**src/rtl/cpu_pkg.sv**
```systemverilog
// Shared core definitions: opcode, condition-code and RUN/HALT state encodings.
package cpu_pkg;

    localparam int unsigned DATA_W = 16;
    localparam int unsigned OP_W   = 4;
    localparam int unsigned CC_W   = 3;
    localparam int unsigned OFF_W  = 9;

    typedef enum logic [OP_W-1:0] {
        OP_ADD    = 4'b0000,
        OP_SUB    = 4'b0001,
        OP_XOR    = 4'b0010,
        OP_RED    = 4'b0011,
        OP_SLL    = 4'b0100,
        OP_SRA    = 4'b0101,
        OP_ROR    = 4'b0110,
        OP_PADDSB = 4'b0111,
        OP_LW     = 4'b1000,
        OP_SW     = 4'b1001,
        OP_LLB    = 4'b1010,
        OP_LHB    = 4'b1011,
        OP_B      = 4'b1100,
        OP_BR     = 4'b1101,
        OP_PCS    = 4'b1110,
        OP_HLT    = 4'b1111
    } opcode_e;

    typedef enum logic [CC_W-1:0] {
        CC_NE   = 3'b000,
        CC_EQ   = 3'b001,
        CC_GT   = 3'b010,
        CC_LT   = 3'b011,
        CC_GTE  = 3'b100,
        CC_LTE  = 3'b101,
        CC_OVFL = 3'b110,
        CC_UNC  = 3'b111
    } cond_e;

    typedef enum logic {
        ST_RUN  = 1'b0,
        ST_HALT = 1'b1
    } state_e;

endpackage

```
**src/rtl/pc_flag_unit_branch_cond.sv**
```systemverilog
// Combinational branch-condition evaluator over the latched N/Z/V flags.
module branch_cond
    import cpu_pkg::*;
(
    input  cond_e cond,
    input  logic  n,
    input  logic  z,
    input  logic  v,
    output logic  taken
);

    always_comb begin
        taken = 1'b0;
        case (cond)
            CC_NE:   taken = ~z;
            CC_EQ:   taken = z;
            CC_GT:   taken = ~z & ~n;
            CC_LT:   taken = n;
            CC_GTE:  taken = z | (~z & ~n);
            CC_LTE:  taken = n | z;
            CC_OVFL: taken = v;
            CC_UNC:  taken = 1'b1;
            default: taken = 1'b0;
        endcase
    end

endmodule

```
**src/rtl/pc_flag_unit.sv**
```systemverilog
// PC sequencing, flag latching and RUN/HALT control for the 16-bit core.
// Optional taken-branch counter enabled by BRANCH_CNT_EN.
module pc_flag_unit
    import cpu_pkg::*;
#(
    parameter logic [DATA_W-1:0] RESET_PC = 16'h0000
) (
    input  logic              clk,
    input  logic              rst,
    input  logic [DATA_W-1:0] instr,
    input  logic              alu_n,
    input  logic              alu_z,
    input  logic              alu_v,
    input  logic [DATA_W-1:0] rs_data,
    input  logic              stall,
    output logic [DATA_W-1:0] pc,
    output logic [DATA_W-1:0] pc_plus2,
    output logic              flag_n,
    output logic              flag_z,
    output logic              flag_v,
    output logic              branch_taken,
    output logic              halt
`ifdef BRANCH_CNT_EN
    ,
    output logic [DATA_W-1:0] taken_count
`endif
);

    state_e            state_q, state_d;
    logic [DATA_W-1:0] pc_q, pc_d;
    logic              n_q, z_q, v_q;
    logic              n_d, z_d, v_d;
    logic              cond_true;
    logic              advance;
    logic [DATA_W-1:0] br_offset;
    logic [DATA_W-1:0] br_target;
    opcode_e           opcode;

    assign opcode    = opcode_e'(instr[15:12]);
    assign pc_plus2  = pc_q + DATA_W'(2);
    // Offset is a signed word count; scale to bytes.
    assign br_offset = {{(DATA_W-OFF_W-1){instr[OFF_W-1]}}, instr[OFF_W-1:0], 1'b0};
    assign br_target = pc_plus2 + br_offset;
    assign advance   = (state_q == ST_RUN) && !stall;

    branch_cond u_branch_cond (
        .cond  (cond_e'(instr[11:9])),
        .n     (n_q),
        .z     (z_q),
        .v     (v_q),
        .taken (cond_true)
    );

    assign branch_taken = (state_q == ST_RUN) && cond_true &&
                          ((opcode == OP_B) || (opcode == OP_BR));

    // Next-state, next-PC and flag write selection.
    always_comb begin
        state_d = state_q;
        pc_d    = pc_q;
        n_d     = n_q;
        z_d     = z_q;
        v_d     = v_q;
        if (advance) begin
            case (opcode)
                OP_ADD, OP_SUB: begin
                    n_d = alu_n;
                    z_d = alu_z;
                    v_d = alu_v;
                end
                OP_XOR, OP_SLL, OP_SRA, OP_ROR: z_d = alu_z;
                default: ;
            endcase
            case (opcode)
                OP_B:    pc_d = cond_true ? br_target : pc_plus2;
                OP_BR:   pc_d = cond_true ? rs_data : pc_plus2;
                OP_HLT:  state_d = ST_HALT;
                default: pc_d = pc_plus2;
            endcase
        end
    end

    always_ff @(posedge clk) begin
        if (rst) begin
            state_q <= ST_RUN;
            pc_q    <= RESET_PC;
            n_q     <= 1'b0;
            z_q     <= 1'b0;
            v_q     <= 1'b0;
        end else begin
            state_q <= state_d;
            pc_q    <= pc_d;
            n_q     <= n_d;
            z_q     <= z_d;
            v_q     <= v_d;
        end
    end

    assign pc     = pc_q;
    assign flag_n = n_q;
    assign flag_z = z_q;
    assign flag_v = v_q;
    assign halt   = (state_q == ST_HALT);

`ifdef BRANCH_CNT_EN
    logic [DATA_W-1:0] cnt_q;

    // Saturating count of branches actually taken.
    always_ff @(posedge clk) begin
        if (rst) begin
            cnt_q <= '0;
        end else if (branch_taken && !stall && (cnt_q != {DATA_W{1'b1}})) begin
            cnt_q <= cnt_q + DATA_W'(1);
        end
    end

    assign taken_count = cnt_q;
`endif

endmodule

```
**config.mk**
```make
export PLATFORM = sky130hd
export DESIGN_NAME = pc_flag_unit
export DESIGN_NICKNAME = d
export VERILOG_FILES = /design/src/rtl/cpu_pkg.sv /design/src/rtl/pc_flag_unit_branch_cond.sv /design/src/rtl/pc_flag_unit.sv
export SDC_FILE = /design/constraint.sdc
export NUM_CORES = 1
export LEC_CHECK = 0
export CORE_UTILIZATION = 34
export CTS_CLUSTER_DIAMETER = 150
export DETAILED_ROUTE_END_ITERATION = 8
export DONT_BUFFER_PORTS = 1
export HOLD_SLACK_MARGIN = 0.08
export PLACE_DENSITY = 0.54
export RECOVER_POWER = 100
export SYNTH_ARGS = -nofsm -noshare
export SYNTH_HDL_FRONTEND = slang
export SYNTH_SLANG_ARGS = --single-unit
```
**constraint.sdc**
```tcl
create_clock -name clk -period 5.3 [get_ports clk]
set_input_delay 1.06 -clock clk [delete_from_list [all_inputs] [get_ports clk]]
set_output_delay 1.06 -clock clk [all_outputs]
set_load 0.02 [all_outputs]
```
=== Word level (Yosys, flattened, before mapping) ===
Index checks and enable logic that the tools add are counted.

* RAM bits: 0
* Memories kept: 0
* Word-level logic and storage cells: 46
* Output and inout port bits: 37
* Bits in latches: 0
* Bits in read-only memories: 0
* Register bits after elaboration: 20
* Input port bits: 38

* Muxes and demuxes: 4
* Add/subtract/negate cells: 2
* Divide/modulo/power cells: 0
* Multipliers: 0
* Eq/ne operators: 15
* $lt $le $gt $ge: 0
* Reductions and logical operators: 13
* Shift operators: 0
* Bitwise gates (word level): 7

{| class="wikitable"
|+ Operator list
! operator !! number
|-
| $pmux W16 S3 || 1
|-
| $mux W16 || 2
|-
| $add A16 B16 Y16 || 1
|-
| $add A16 B2 Y16 const B || 1
|-
| $eq A3 B3 Y1 const B || 4
|-
| $eq A4 B3 Y1 const B || 3
|-
| $eq A4 B4 Y1 const B || 3
|-
| $pmux W1 S8 || 1
|-
| $reduce_and A2 Y1 || 4
|-
| $eq A3 B2 Y1 const B || 2
|-
| $reduce_or A6 Y1 || 1
|-
| $eq A4 B1 Y1 const B || 1
|-
| $eq A4 B2 Y1 const B || 1
|-
| $logic_not A4 Y1 || 1
|-
| $not A1 Y1 || 4
|-
| $eq A3 B1 Y1 const B || 1
|-
| $logic_and A1 B1 Y1 || 3
|-
| $logic_not A3 Y1 || 1
|-
| $or A1 B1 Y1 || 2
|-
| $reduce_or A2 Y1 || 1
|-
| $and A1 B1 Y1 || 1
|-
| $logic_not A1 Y1 || 1
|-
| $logic_or A1 B1 Y1 || 1
|}

=== Logic depth before layout (Yosys ltp) ===
Gate-level depths: netlist of the first run.

* Depth after elaboration: 6
* Mapped depth: 12
* Mapped depth without buffers: 12

=== By module ===
A second synthesis of the first run with hierarchy kept.

* Cell total of the unflattened synthesis: 298
* Area total of the unflattened synthesis: 2173.3 um^2

{| class="wikitable"
|+ By module, submodules not included
! module !! cells an instance !! instances !! seq. area each (um^2) !! area each (um^2)
|-
| pc_flag_unit || 287 || 1 || 400.4 || 2097.0
|-
| branch_cond || 11 || 1 || 0.0 || 76.3
|}

=== Least setup slack after synthesis of the first run ===
Ideal clock, no wire load.

* Path kind: input -> output
* Start: input instr[10]
* End: output branch_taken
* Data arrival time: 2.249 ns
* Data required time: 4.240 ns
* Stages on the path: 5
* Buffers on the path: 0
* Slack: 1.991 ns
* Cell sequence: nor2b_1 and3b_1 nor3_2 nand2_1 nor2_1

* Word-level cells in the longest chain between the ends: 4
* Elaborated cells between the ends (all ways): 11
* Those cells by class: 7 x eq/ne; 1 x mux; 3 x reduce/logical

{| class="wikitable"
|+ RTL lines
! element !! line !! RTL
|-
| start: declaration || pc_flag_unit.sv:10 || <nowiki>input logic [DATA_W-1:0] instr,</nowiki>
|-
| $eq A3 B3 Y1 (tied with other cells) || pc_flag_unit_branch_cond.sv:14 || <nowiki>case (cond)</nowiki>
|-
| $pmux W1 S8 (*) || pc_flag_unit_branch_cond.sv:14 ||
|-
| $logic_and A1 B1 Y1 (*) (2 in a row) || pc_flag_unit.sv:54 || <nowiki>assign branch_taken = (state_q == ST_RUN) && cond_true &&</nowiki>
|-
| end: declaration || pc_flag_unit.sv:21 || <nowiki>output logic branch_taken,</nowiki>
|}

Every way passes the cells marked *; elsewhere a longest branch is shown, timed or not.

=== Worst setup path in the final report of the first run ===
* Start: input instr[9]
* End: output branch_taken

The elaborated chain is that of the path after synthesis.

==> results of run 1 <==
==> state kept, by name, indices dropped and copies added, names as in the netlist <==
register	count
flag_n	1
flag_v	1
flag_z	1
halt	1
pc	16
==> worst max-delay path: stages <==
cell and delay, ns:
nor2b_1 0.11, a22o_1 0.25, o21bai_1 0.60, nand2_1 0.39, nor2_1 0.41
==> cells in the final DEF (no fill, tap or decap), types with 2 or more instances in the layout <==
cell type and count:
o2111ai_1 5, and4_1 4, nand4_1 10, a21oi_1 23, a21boi_0 2, inv_1 10, o21bai_1 3, or3_1 6
o21a_1 2, o21ai_0 20, xor2_1 5, nor2b_1 2, or2_2 2, nor2_1 24, nand2_1 28, nor4_1 2
dfxtp_1 20, xnor2_1 13, a211oi_1 2, a311o_1 2, nor3_4 2, ha_1 16, a32o_1 2, a211o_1 3
o211ai_1 4, and3_1 2, mux2i_1 7, nor3_1 9, clkbuf_8 3, nand3_1 18, mux2_2 2, a31oi_1 2
nand3b_1 2, a21o_1 6, nand2b_1 4, a311oi_1 2
==> stage by stage <==
stage / utilization / hold WS [ns] / power [mW] / worst slack [ns]
after floorplan: - / 0.567 / 0.305 / 1.99
after global placement: 0.361 / 0.599 / 0.330 / 1.45
after detailed placement: 0.361 / 0.618 / 0.332 / 1.40
after CTS: 0.372 / 0.631 / 0.493 / 1.40
after global routing: 0.370 / 0.669 / 0.518 / 1.24
final: 0.370 / 0.630 / 0.488 / 1.43
==> cell families (layout without fill, tap and decap cells) <==
| kind of cell | Yosys count | in the layout | share of synthesized area |
|---|---|---|---|
| and+or+nand+nor | 124 | 124 | 0.301 |
| AOI/OAI and AO/OA | 90 | 90 | 0.268 |
| buffers and inverters | 22 | 14 | 0.0441 |
| DFF | 20 | 20 | 0.176 |
| xor gates and xnor gates | 18 | 18 | 0.0727 |
| adders and majority gates | 17 | 17 | 0.0970 |
| muxes | 9 | 9 | 0.0408 |
==> metal layers <==
layer  vias up  global-route usage  part of all wire
met2        67               0.322              0.46
met4         0              0.0401             0.010
li1       1133                   -                 -
met1      1080               0.261              0.45
met3         5              0.0682             0.076
met5         -                   0                 0
==> cell usage after synthesis, types with 2 or more instances <==
cell type / number / share of area
a211o_1: 3 / 0.012
a211oi_1: 2 / 0.0066
a21boi_0: 2 / 0.0066
a21o_1: 6 / 0.020
a21oi_1: 23 / 0.051
a311o_1: 2 / 0.0088
a311oi_1: 2 / 0.0077
a31oi_1: 2 / 0.0055
a32o_1: 2 / 0.0088
and3_1: 2 / 0.0055
and4_1: 4 / 0.015
buf_2: 2 / 0.0044
buf_4: 2 / 0.0066
clkbuf_1: 7 / 0.012
dfxtp_1: 20 / 0.18
ha_1: 16 / 0.088
inv_1: 10 / 0.017
mux2_2: 2 / 0.0099
mux2i_1: 7 / 0.031
nand2_1: 28 / 0.046
nand2b_1: 4 / 0.011
nand3_1: 18 / 0.040
nand3b_1: 2 / 0.0066
nand4_1: 10 / 0.028
nor2_1: 23 / 0.038
nor2b_1: 2 / 0.0055
nor3_1: 9 / 0.020
nor3_4: 2 / 0.014
nor4_1: 2 / 0.0055
o2111ai_1: 5 / 0.019
o211ai_1: 4 / 0.013
o21a_1: 2 / 0.0066
o21ai_0: 20 / 0.044
o21bai_1: 3 / 0.0099
or2_2: 2 / 0.0055
or3_1: 6 / 0.017
xnor2_1: 12 / 0.046
xor2_1: 5 / 0.019
==> final timing paths <==
| kind | start | end | slack, ns | cells after the start |
|---|---|---|---|---|
| min | pc[2]$_SDFFE_PP0P_ | pc[2]$_SDFFE_PP0P_ | 0.63 | 2 |
| min reg2reg | pc[2]$_SDFFE_PP0P_ | pc[2]$_SDFFE_PP0P_ | 0.63 | 2 |
| max | instr[9] | branch_taken | 1.43 | 5 |
| max reg2reg | pc[1]$_SDFFE_PP0P_ | pc[10]$_SDFFE_PP0P_ | 1.62 | 11 |
==> cell type report <==
type / instances / share of cell area
clock buffer: 3 / 0.0175
clock inverter: 1 / 0.0127
inverter: 10 / 0.0159
multi-input combinational: 258 / 0.744
sequential: 20 / 0.170
tap: 77 / 0.0408
==> report_power, final <==
| group | total [mW] | internal [mW] | switching [mW] |
|---|---|---|---|
| Sequential | 0.181 | 0.158 | 0.0229 |
| Combinational | 0.147 | 0.0555 | 0.0914 |
| Clock | 0.160 | 0.101 | 0.0592 |
==> summary.txt, run 1 <==
Status
  – Outcome: complete, no violations

Detailed routing
  – Drt initial violations: 122
  – Post-DRT Antenna Nets: 0
  – Pre-antenna DRT Iters: 4
  – Vias: 2285
  – Post-Route WL: 7010 µm
  – Via density: 6.19
  – DR WL/cell: 19.0 µm
  – Drc violations: 0

Logic synthesis
  – Predominant post-synthesis flop cell: dfxtp_1
  – Syn_nets: 355
  – Syn Inst Count: 300
  – Sequential share of the synthesized area: 0.176
  – Avg Cell Area, Syn: 7.57 µm²
  – FF+latch count, synth: 20
  – Yosys cell types: 63
  – EDFF count, synth: 0
  – Synth Cell Area: 2270 µm²
  – Synthesis Warnings: 0
  – Post-synth ARST share: 0

CTS
  – Hold-fix buffers, CTS: 0
  – Sink Count: 20
  – Num CTS Buffers: 3
  – CTS root buf: clkbuf_8
  – CTS H-Tree Depth: 1
  – Clk pin slew, worst setup/hold paths: 0.09 ns
  – Clk buf depth: 2
  – Skew-Pair Late Insertion Delay: 0.27 ns
  – Post-cts resize count: 0
  – Setup Fix Bufs, Post-CTS: 0
  – CTS tree: done

Floorplanning
  – Num ports: 75
  – Die span in y: 83.7 µm
  – Core ar.: 6390 µm²
  – Row Count: 29
  – Starting Density: 0.356
  – Die Area: 7010 µm²
  – Die Wd: 83.7 µm

STA
  – Setup-failing EPs final: 0
  – Least-Margin Pin Slew: 1.06 ns
  – Slew Limit Fails: 0
  – Fin. Hold Viols: 0
  – Clock skew: 0.00259 ns
  – FMAX: 0.258 GHz
  – Post-Route Setup TNS: 0 ns
  – Tcrit/Tclk final: 0.731
  – Max-slew headroom: 0.292
  – Min Tclk post-route: 3.87 ns
  – RSZ-0062 raised after global routing: false

Finish
  – Final-stage net count: 348
  – Number of diodes: 0
  – Fillers: 691
  – Seq. cell area: 400 µm²
  – Area grow syn2layout: 3.97%
  – Multi-input gate area: 1760 µm²
  – Share of cells above drive strength 1: 0.0514
  – Final Non-Filler Cells: 369
  – Final Instance Area: 2360 µm²

Worst setup path
  – Req. time, crit path: 4.24 ns
  – Worst Setup Path Type: in -> out
  – Critical Path Sink Type: output port
  – CP Max Fanout: 11
  – Arr. time, crit path: 2.81 ns
  – Worst Setup Start Kind: primary input

Power
  – Worst vdd ir: 0.126 mV
  – Lkg Pwr: 0.928 nW
  – PD cells: 207 nW/µm²

Placed design
  – Port Buffers: 0
  – Detail Placement HPWL: 5540 µm
  – Dpl cells: 365
  – Post-placement cell area: 2300 µm²
  – RD Place Congestion: 0.840

Global routing
  – Total GRT Usage: 0.200
  – First-pass GRT wire length: 11200 µm
  – Grt total ovfl: 0
  – Vias in the first global route: 2230
  – Pin count of the biggest net entering global routing: 28
  – Initial antenna violation count: 0

Job
  – # Max-Cap Violations: 0

Hold path
  – Hold WC Path Type: reg -> reg
No activity file was read; power rests on OpenSTA's default activity.
==> inputs of run 2 (changes only) <==
==> constraint.sdc (replaced) <==
create_clock -name clk -period 3.77 [get_ports clk]
set_input_delay 0.754 -clock clk [delete_from_list [all_inputs] [get_ports clk]]
set_output_delay 0.754 -clock clk [all_outputs]
set_load 0.02 [all_outputs]
==> summary.txt, run 2 (same netlist as run 1, synthesis figures left out) <==
Placed design
  – Detail Placement HPWL: 5750 µm (was 5540 µm)
  – Dpl ws: 0.519 ns (was 1.40 ns)
  – Port Buffers: 0 (unchanged)
  – RD Place Congestion: 0.870 (was 0.840)

CTS
  – Post-cts resize count: 0 (unchanged)
  – Setup Fix Bufs, Post-CTS: 0 (unchanged)
  – Skew-Pair Late Insertion Delay: 0.28 ns (was 0.27 ns)
  – Num CTS Buffers: 3 (unchanged)
  – Hold-fix buffers, CTS: 0 (unchanged)
  – Sink Count: 20 (unchanged)
  – CTS tree: done (unchanged)
  – CTS H-Tree Depth: 1 (unchanged)
  – Clk buf depth: 2 (unchanged)
  – CTS root buf: clkbuf_8 (unchanged)
  – Clk pin slew, worst setup/hold paths: 0.10 ns (was 0.09 ns)

Worst setup path
  – Worst Setup Path Type: reg -> out (was in -> out)
  – Worst Setup Start Kind: flip-flop (was primary input)
  – Worst path cell trace: nand2b_1 > a211oi_1 > nor3_1 > nand2_1 > nor2_1 (was nor2b_1 > a22o_1 > o21bai_1 > nand2_1 > nor2_1)
  – FF-to-FF End: pc[15]$_SDFFE_PP0P_ (was pc[10]$_SDFFE_PP0P_)
  – Reg2reg setup slack: 0.42 ns (was 1.62 ns)
  – Critical Path Sink Type: output port (unchanged)
  – Slowest CP cell: nor3_1 (was o21bai_1)
  – Req. time, crit path: 3.02 ns (was 4.24 ns)
  – Worst r2r src: pc[1]$_SDFFE_PP0P_ (unchanged)
  – Worst r2r path cells: 12 (was 11)
  – CP Max Fanout: 10 (was 11)
  – Arr. time, crit path: 2.60 ns (was 2.81 ns)
  – Crit-path max cell delay: 0.94 ns (was 0.60 ns)

Floorplanning
  – Die Area: 7010 µm² (unchanged)
  – Row Count: 29 (unchanged)
  – Die span in y: 83.7 µm (unchanged)
  – Num ports: 75 (unchanged)
  – Die Wd: 83.7 µm (unchanged)
  – Core ar.: 6390 µm² (unchanged)
  – Starting Density: 0.356 (unchanged)

Finish
  – Final-stage net count: 362 (was 348)
  – Seq. cell area: 400 µm² (unchanged)
  – Number of diodes: 0 (unchanged)
  – Commonest non-fill, non-tap cells in the layout: nand2_1, nor2_1, a21oi_1 (unchanged)
  – Commonest non-fill, non-tap cell in the layout: nand2_1 (unchanged)
  – Share of cells above drive strength 1: 0.0621 (was 0.0514)
  – Largest register FFs: 16 (unchanged)
  – Multi-input gate area: 1740 µm² (was 1760 µm²)
  – Final design utilization: 0.380 (was 0.370)
  – Fillers: 705 (was 691)
  – Area grow syn2layout: 6.78% (was 3.97%)

STA
  – Max-slew headroom: 0.231 (was 0.292)
  – Clock skew: 0.00439 ns (was 0.00259 ns)
  – Min Tclk post-route: 3.35 ns
  – Worst setup margin: 0.417 ns (was 1.43 ns)
  – Least-Margin Pin Slew: 1.15 ns (was 1.06 ns)
  – Setup-failing EPs final: 0 (unchanged)
  – WHS: 0.542 ns (was 0.630 ns)
  – RSZ-0062 raised after global routing: false (unchanged)
  – FMAX: 0.298 GHz
  – Post-Route Setup TNS: 0 ns (unchanged)
  – Tcrit/Tclk final: 0.889
  – Fin. Hold Viols: 0 (unchanged)
  – Slew Limit Fails: 0 (unchanged)

Power
  – PD cells: 291 nW/µm² (was 207 nW/µm²)
  – Lkg Pwr: 0.957 nW (was 0.928 nW)
  – Worst vdd ir: 0.145 mV (was 0.126 mV)

Global routing
  – First-pass GRT wire length: 12100 µm (was 11200 µm)
  – Grt total ovfl: 0 (unchanged)
  – Total GRT Usage: 0.217 (was 0.200)
  – Pin count of the biggest net entering global routing: 28 (unchanged)
  – Vias in the first global route: 2297 (was 2230)
  – Initial antenna violation count: 0 (unchanged)

Detailed routing
  – Pre-antenna DRT Iters: 4 (unchanged)
  – Drc violations: 0 (unchanged)
  – Post-Route WL: 7480 µm (was 7010 µm)
  – Drt initial violations: 83 (was 122)
  – Post-DRT Antenna Nets: 0 (unchanged)
  – DR WL/cell: 19.5 µm (was 19.0 µm)
  – Vias: 2352 (was 2285)
  – Via density: 6.14 (was 6.19)

Hold path
  – Hold WC Path Type: in -> reg (was reg -> reg)
  – Hold Path Sink: pc[0]$_SDFFE_PP0P_ (was pc[2]$_SDFFE_PP0P_)
  – WHS Path Cells: 1 (was 2)
  – Worst hold start: rst (was pc[2]$_SDFFE_PP0P_)

Status
  – Outcome: complete, no violations (unchanged)

Job
  – # Max-Cap Violations: 0 (unchanged)
run 2: per-layer routing:
layer,GRT usage,up-vias,part of all wire
li1,-,1158,-
met1,0.283,1102,0.45
met2,0.346,80,0.46
met3,0.0574,12,0.077
met4,0.0724,0,0.021
met5,0,-,0
run 2: how the worst max path moves through the flow:
stage | endpoint | cells after the start | start | slack [ns]
global placement | pc[15]$_SDFFE_PP0P_ | 11 | pc[2]$_SDFFE_PP0P_ | 0.58
finish | branch_taken | 5 | flag_n$_SDFFE_PP0P_ | 0.42
floorplan | pc[10]$_SDFFE_PP0P_ | 11 | pc[1]$_SDFFE_PP0P_ | 0.78
global route | pc[10]$_SDFFE_PP0P_ | 13 | pc[2]$_SDFFE_PP0P_ | 0.14
CTS | pc[15]$_SDFFE_PP0P_ | 12 | pc[2]$_SDFFE_PP0P_ | 0.48
detailed placement | pc[15]$_SDFFE_PP0P_ | 12 | pc[2]$_SDFFE_PP0P_ | 0.52
run 2: through the flow:
| stage | total power, mW | std cells | area (µm²) |
|---|---|---|---|
| 2_1_floorplan | 0.429 | 300 | 2270 |
| 3_3_place_gp | 0.479 | 379 | 2410 |
| 3_5_place_dp | 0.479 | 379 | 2410 |
| 4_1_cts | 0.715 | 383 | 2480 |
| 5_1_grt | 0.741 | 383 | 2420 |
| 6_report | 0.707 | 383 | 2420 |
run 2: report_power, final:
part	internal, mW	switching, mW	total, mW
clock	0.142	0.0944	0.237
sequential	0.222	0.0278	0.250
combinational	0.0839	0.136	0.220
total	0.448	0.259	0.707
run 2: critical path: cells and delay by family (launching register included):
kind | cells | cell delay, ns
AO/OA/AOI/OAI | 1 | 0.11
flip-flops | 1 | 0.55
AND/OR/NAND/NOR | 4 | 1.65
run 2: final cells by class:
cell class              count  area share
clock buffers               3      0.0170
clock inverters             1      0.0124
inverters                  10      0.0155
multi-input cells         258       0.719
flip-flops and latches     20       0.165
well taps                  77      0.0397
repair buffers             14      0.0310
==> inputs of run 3 (changes only) <==
--- a/config.mk
+++ b/config.mk
@@ -5,12 +5,12 @@
 export SDC_FILE = /design/constraint.sdc
 export NUM_CORES = 1
 export LEC_CHECK = 0
+export CORE_MARGIN = 1
 export CORE_UTILIZATION = 34
 export CTS_CLUSTER_DIAMETER = 150
 export DETAILED_ROUTE_END_ITERATION = 8
 export DONT_BUFFER_PORTS = 1
-export HOLD_SLACK_MARGIN = 0.08
-export PLACE_DENSITY = 0.54
+export PLACE_DENSITY = 0.56
 export RECOVER_POWER = 100
 export SYNTH_ARGS = -nofsm -noshare
 export SYNTH_HDL_FRONTEND = slang
==> constraint.sdc (replaced) <==
create_clock -name clk -period 2.95 [get_ports clk]
set_input_delay 0.59 -clock clk [delete_from_list [all_inputs] [get_ports clk]]
set_output_delay 0.59 -clock clk [all_outputs]
set_load 0.02 [all_outputs]
==> summary.txt, run 3 (same netlist as run 1, synthesis figures left out) <==
Finish
  – Largest register FFs: 16 (unchanged)
  – Share of cells above drive strength 1: 0.122 (was 0.0621)
  – Number of diodes: 0 (unchanged)
  – Commonest non-fill, non-tap cells in the layout: nand2_1, nor2_1, a21oi_1 (unchanged)
  – Area grow syn2layout: 13.7% (was 6.78%)
  – Commonest non-fill, non-tap cell in the layout: nand2_1 (unchanged)
  – Final-stage net count: 384 (was 362)

STA
  – Slew Limit Fails: 0 (unchanged)
  – Setup-failing EPs final: 0 (unchanged)
  – Clock skew: 0.00173 ns (was 0.00439 ns)
  – Min Tclk post-route: 2.76 ns
  – Max-slew headroom: 0.565 (was 0.231)
  – FMAX: 0.362 GHz
  – Least-Margin Pin Slew: 0.652 ns (was 1.15 ns)
  – Tcrit/Tclk final: 0.937
  – RSZ-0062 raised after global routing: false (unchanged)
  – Worst setup margin: 0.186 ns (was 0.417 ns)
  – Fin. Hold Viols: 0 (unchanged)
  – Post-Route Setup TNS: 0 ns (unchanged)

Worst setup path
  – Critical Path Sink Type: flip-flop (was output port)
  – CP Max Fanout: 6 (was 10)
  – Worst r2r path cells: 10 (was 12)
  – FF-to-FF End: pc[15]$_SDFFE_PP0P_ (unchanged)
  – Most used cell along the critical path: nand3_1
  – Arr. time, crit path: 2.97 ns (was 2.60 ns)
  – Req. time, crit path: 3.16 ns (was 3.02 ns)
  – Worst Setup Path Type: reg -> reg (was reg -> out)
  – Worst r2r src: pc[4]$_SDFFE_PP0P_ (was pc[1]$_SDFFE_PP0P_)
  – Reg2reg setup slack: 0.19 ns (was 0.42 ns)
  – Slowest CP cell: ha_1 (was nor3_1)
  – Dominant delay contributor by cell family on the critical path: simple AND/OR/NAND/NOR gates (unchanged)
  – Worst Setup Start Kind: flip-flop (unchanged)
  – Worst path cell trace: and4_1 > nand4_1 > xnor2_2 > ha_1 > nand3_1 > nor3_2 > o21ai_0 > mux2i_1 > or3_1 > nand3_1 (was nand2b_1 > a211oi_1 > nor3_1 > nand2_1 > nor2_1)
  – Crit-path max cell delay: 0.40 ns (was 0.94 ns)
  – Critical path buffers and inverters: 0 (unchanged)

CTS
  – Skew-Pair Late Insertion Delay: 0.26 ns (was 0.28 ns)
  – Num CTS Buffers: 3 (unchanged)
  – Hold-fix buffers, CTS: 0 (unchanged)
  – Clk buf depth: 2 (unchanged)
  – CTS tree: done (unchanged)
  – Sink Count: 20 (unchanged)
  – CTS root buf: clkbuf_8 (unchanged)
  – Clk pin slew, worst setup/hold paths: 0.08 ns (was 0.10 ns)
  – CTS H-Tree Depth: 1 (unchanged)

Detailed routing
  – DR WL/cell: 18.8 µm (was 19.5 µm)
  – Drc violations: 0 (unchanged)
  – Post-DRT Antenna Nets: 0 (unchanged)
  – Post-Route WL: 7630 µm (was 7480 µm)
  – Via density: 6.22 (was 6.14)
  – Pre-antenna DRT Iters: 4 (unchanged)
  – Drt initial violations: 141 (was 83)
  – Vias: 2520 (was 2352)

Power
  – Sw power: 0.321 mW (was 0.259 mW)
  – Lkg Pwr: 1.04 nW (was 0.957 nW)
  – Worst vdd ir: 0.175 mV (was 0.145 mV)
  – Clock power share: 0.258 (was 0.335)
  – Comb pwr share: 0.377 (was 0.312)
  – Share of power burned in registers: 0.365 (was 0.353)
  – Net Sw Frac: 0.379 (was 0.366)
  – Internal: 0.525 mW (was 0.448 mW)
  – PD cells: 327 nW/µm² (was 291 nW/µm²)

Floorplanning
  – Die span in y: 83.7 µm (unchanged)
  – Die Area: 7010 µm² (unchanged)
  – Row Count: 29 (unchanged)
  – Num ports: 75 (unchanged)
  – Core ar.: 6390 µm² (unchanged)
  – Starting Density: 0.356 (unchanged)
  – Die Wd: 83.7 µm (unchanged)

Hold path
  – Hold Path Sink: pc[3]$_SDFFE_PP0P_ (was pc[0]$_SDFFE_PP0P_)
  – WHS Path Cells: 1 (unchanged)
  – Worst hold start: rst (unchanged)
  – Hold WC Path Type: in -> reg (unchanged)

Job
  – # Max-Cap Violations: 0 (unchanged)

Placed design
  – Port Buffers: 0 (unchanged)
  – Detail Placement HPWL: 6030 µm (was 5750 µm)
  – RD Place Congestion: 0.888 (was 0.870)
  – Dpl ws: 0.135 ns (was 0.519 ns)

Global routing
  – GRT met2 Usage: 0.362 (was 0.346)
  – Initial antenna violation count: 0 (unchanged)
  – Met1 Usage GRT: 0.278 (was 0.283)
  – GRT busiest layer: met2 (unchanged)
  – Total GRT Usage: 0.213 (was 0.217)
  – First-pass GRT wire length: 12000 µm (was 12100 µm)
  – Grt total ovfl: 0 (unchanged)
  – Met3 Use GR: 0.0425 (was 0.0574)
  – Pin count of the biggest net entering global routing: 28 (unchanged)
  – Vias in the first global route: 2387 (was 2297)

Status
  – Outcome: complete, no violations (unchanged)
run 3: cell types whose count changed in the layout (fill, tap and decap cells not counted), moves of 3 or more:
cell      before  now
clkbuf_1       8   19
buf_4          6   14
xnor2_1       13   10
xnor2_2        0    3
run 3: worst max path at each step:
stage                            start                   to  slack [ns]  cells after the start
global route        pc[1]$_SDFFE_PP0P_  pc[15]$_SDFFE_PP0P_        0.02                     13
finish              pc[4]$_SDFFE_PP0P_  pc[15]$_SDFFE_PP0P_        0.19                     10
floorplan           pc[1]$_SDFFE_PP0P_  pc[13]$_SDFFE_PP0P_       0.002                     10
CTS                 pc[3]$_SDFFE_PP0P_  pc[13]$_SDFFE_PP0P_        0.09                     10
detailed placement  pc[3]$_SDFFE_PP0P_  pc[13]$_SDFFE_PP0P_        0.13                     10
global placement    pc[3]$_SDFFE_PP0P_  pc[13]$_SDFFE_PP0P_        0.17                     10
run 3: area by class of cell:
| cell class | count | area [µm²] |
|---|---|---|
| inverters | 10 | 37.5 |
| clock buffers | 4 | 55.1 |
| well taps | 77 | 96.3 |
| repair buffers | 36 | 194 |
| flip-flops and latches | 20 | 402 |
| fillers | 679 | 3800 |
| multi-input cells | 258 | 1800 |
run 3: what timing repair did:
item	in CTS	in global routing
endpoints found under the setup margin	0	3
buffers inserted	0	0
resized for setup	0	7
endpoints found under the hold margin	0	0
run 3: metal layers:
metal,vias up,share of wire
met2,95,0.48
met1,1229,0.44
met3,10,0.069
li1,1186,-
met5,-,0
met4,0,0.013
run 3: through the flow:
| stage | instances | power, mW | cell area (µm²) | hold slack (ns) | util |
|---|---|---|---|---|---|
| 6_report | 405 | 0.845 | 2580 | 0.390 | 0.404 |
| 5_1_grt | 405 | 0.892 | 2580 | 0.373 | 0.404 |
| 4_1_cts | 405 | 0.860 | 2650 | 0.385 | 0.414 |
| 3_5_place_dp | 401 | 0.642 | 2590 | 0.525 | 0.406 |
| 3_3_place_gp | 401 | 0.638 | 2590 | 0.518 | 0.406 |
| 2_1_floorplan | 300 | 0.549 | 2290 | 0.567 | - |
run 3: power groups by stage:
stage / clock, mW / sequential [mW] / combinational (mW)
final: 0.218 / 0.309 / 0.319
after global routing: 0.232 / 0.311 / 0.348
after CTS: 0.222 / 0.308 / 0.329
after detailed placement: 0 / 0.314 / 0.328
after global placement: 0 / 0.314 / 0.325
after floorplan: 0 / 0.323 / 0.226
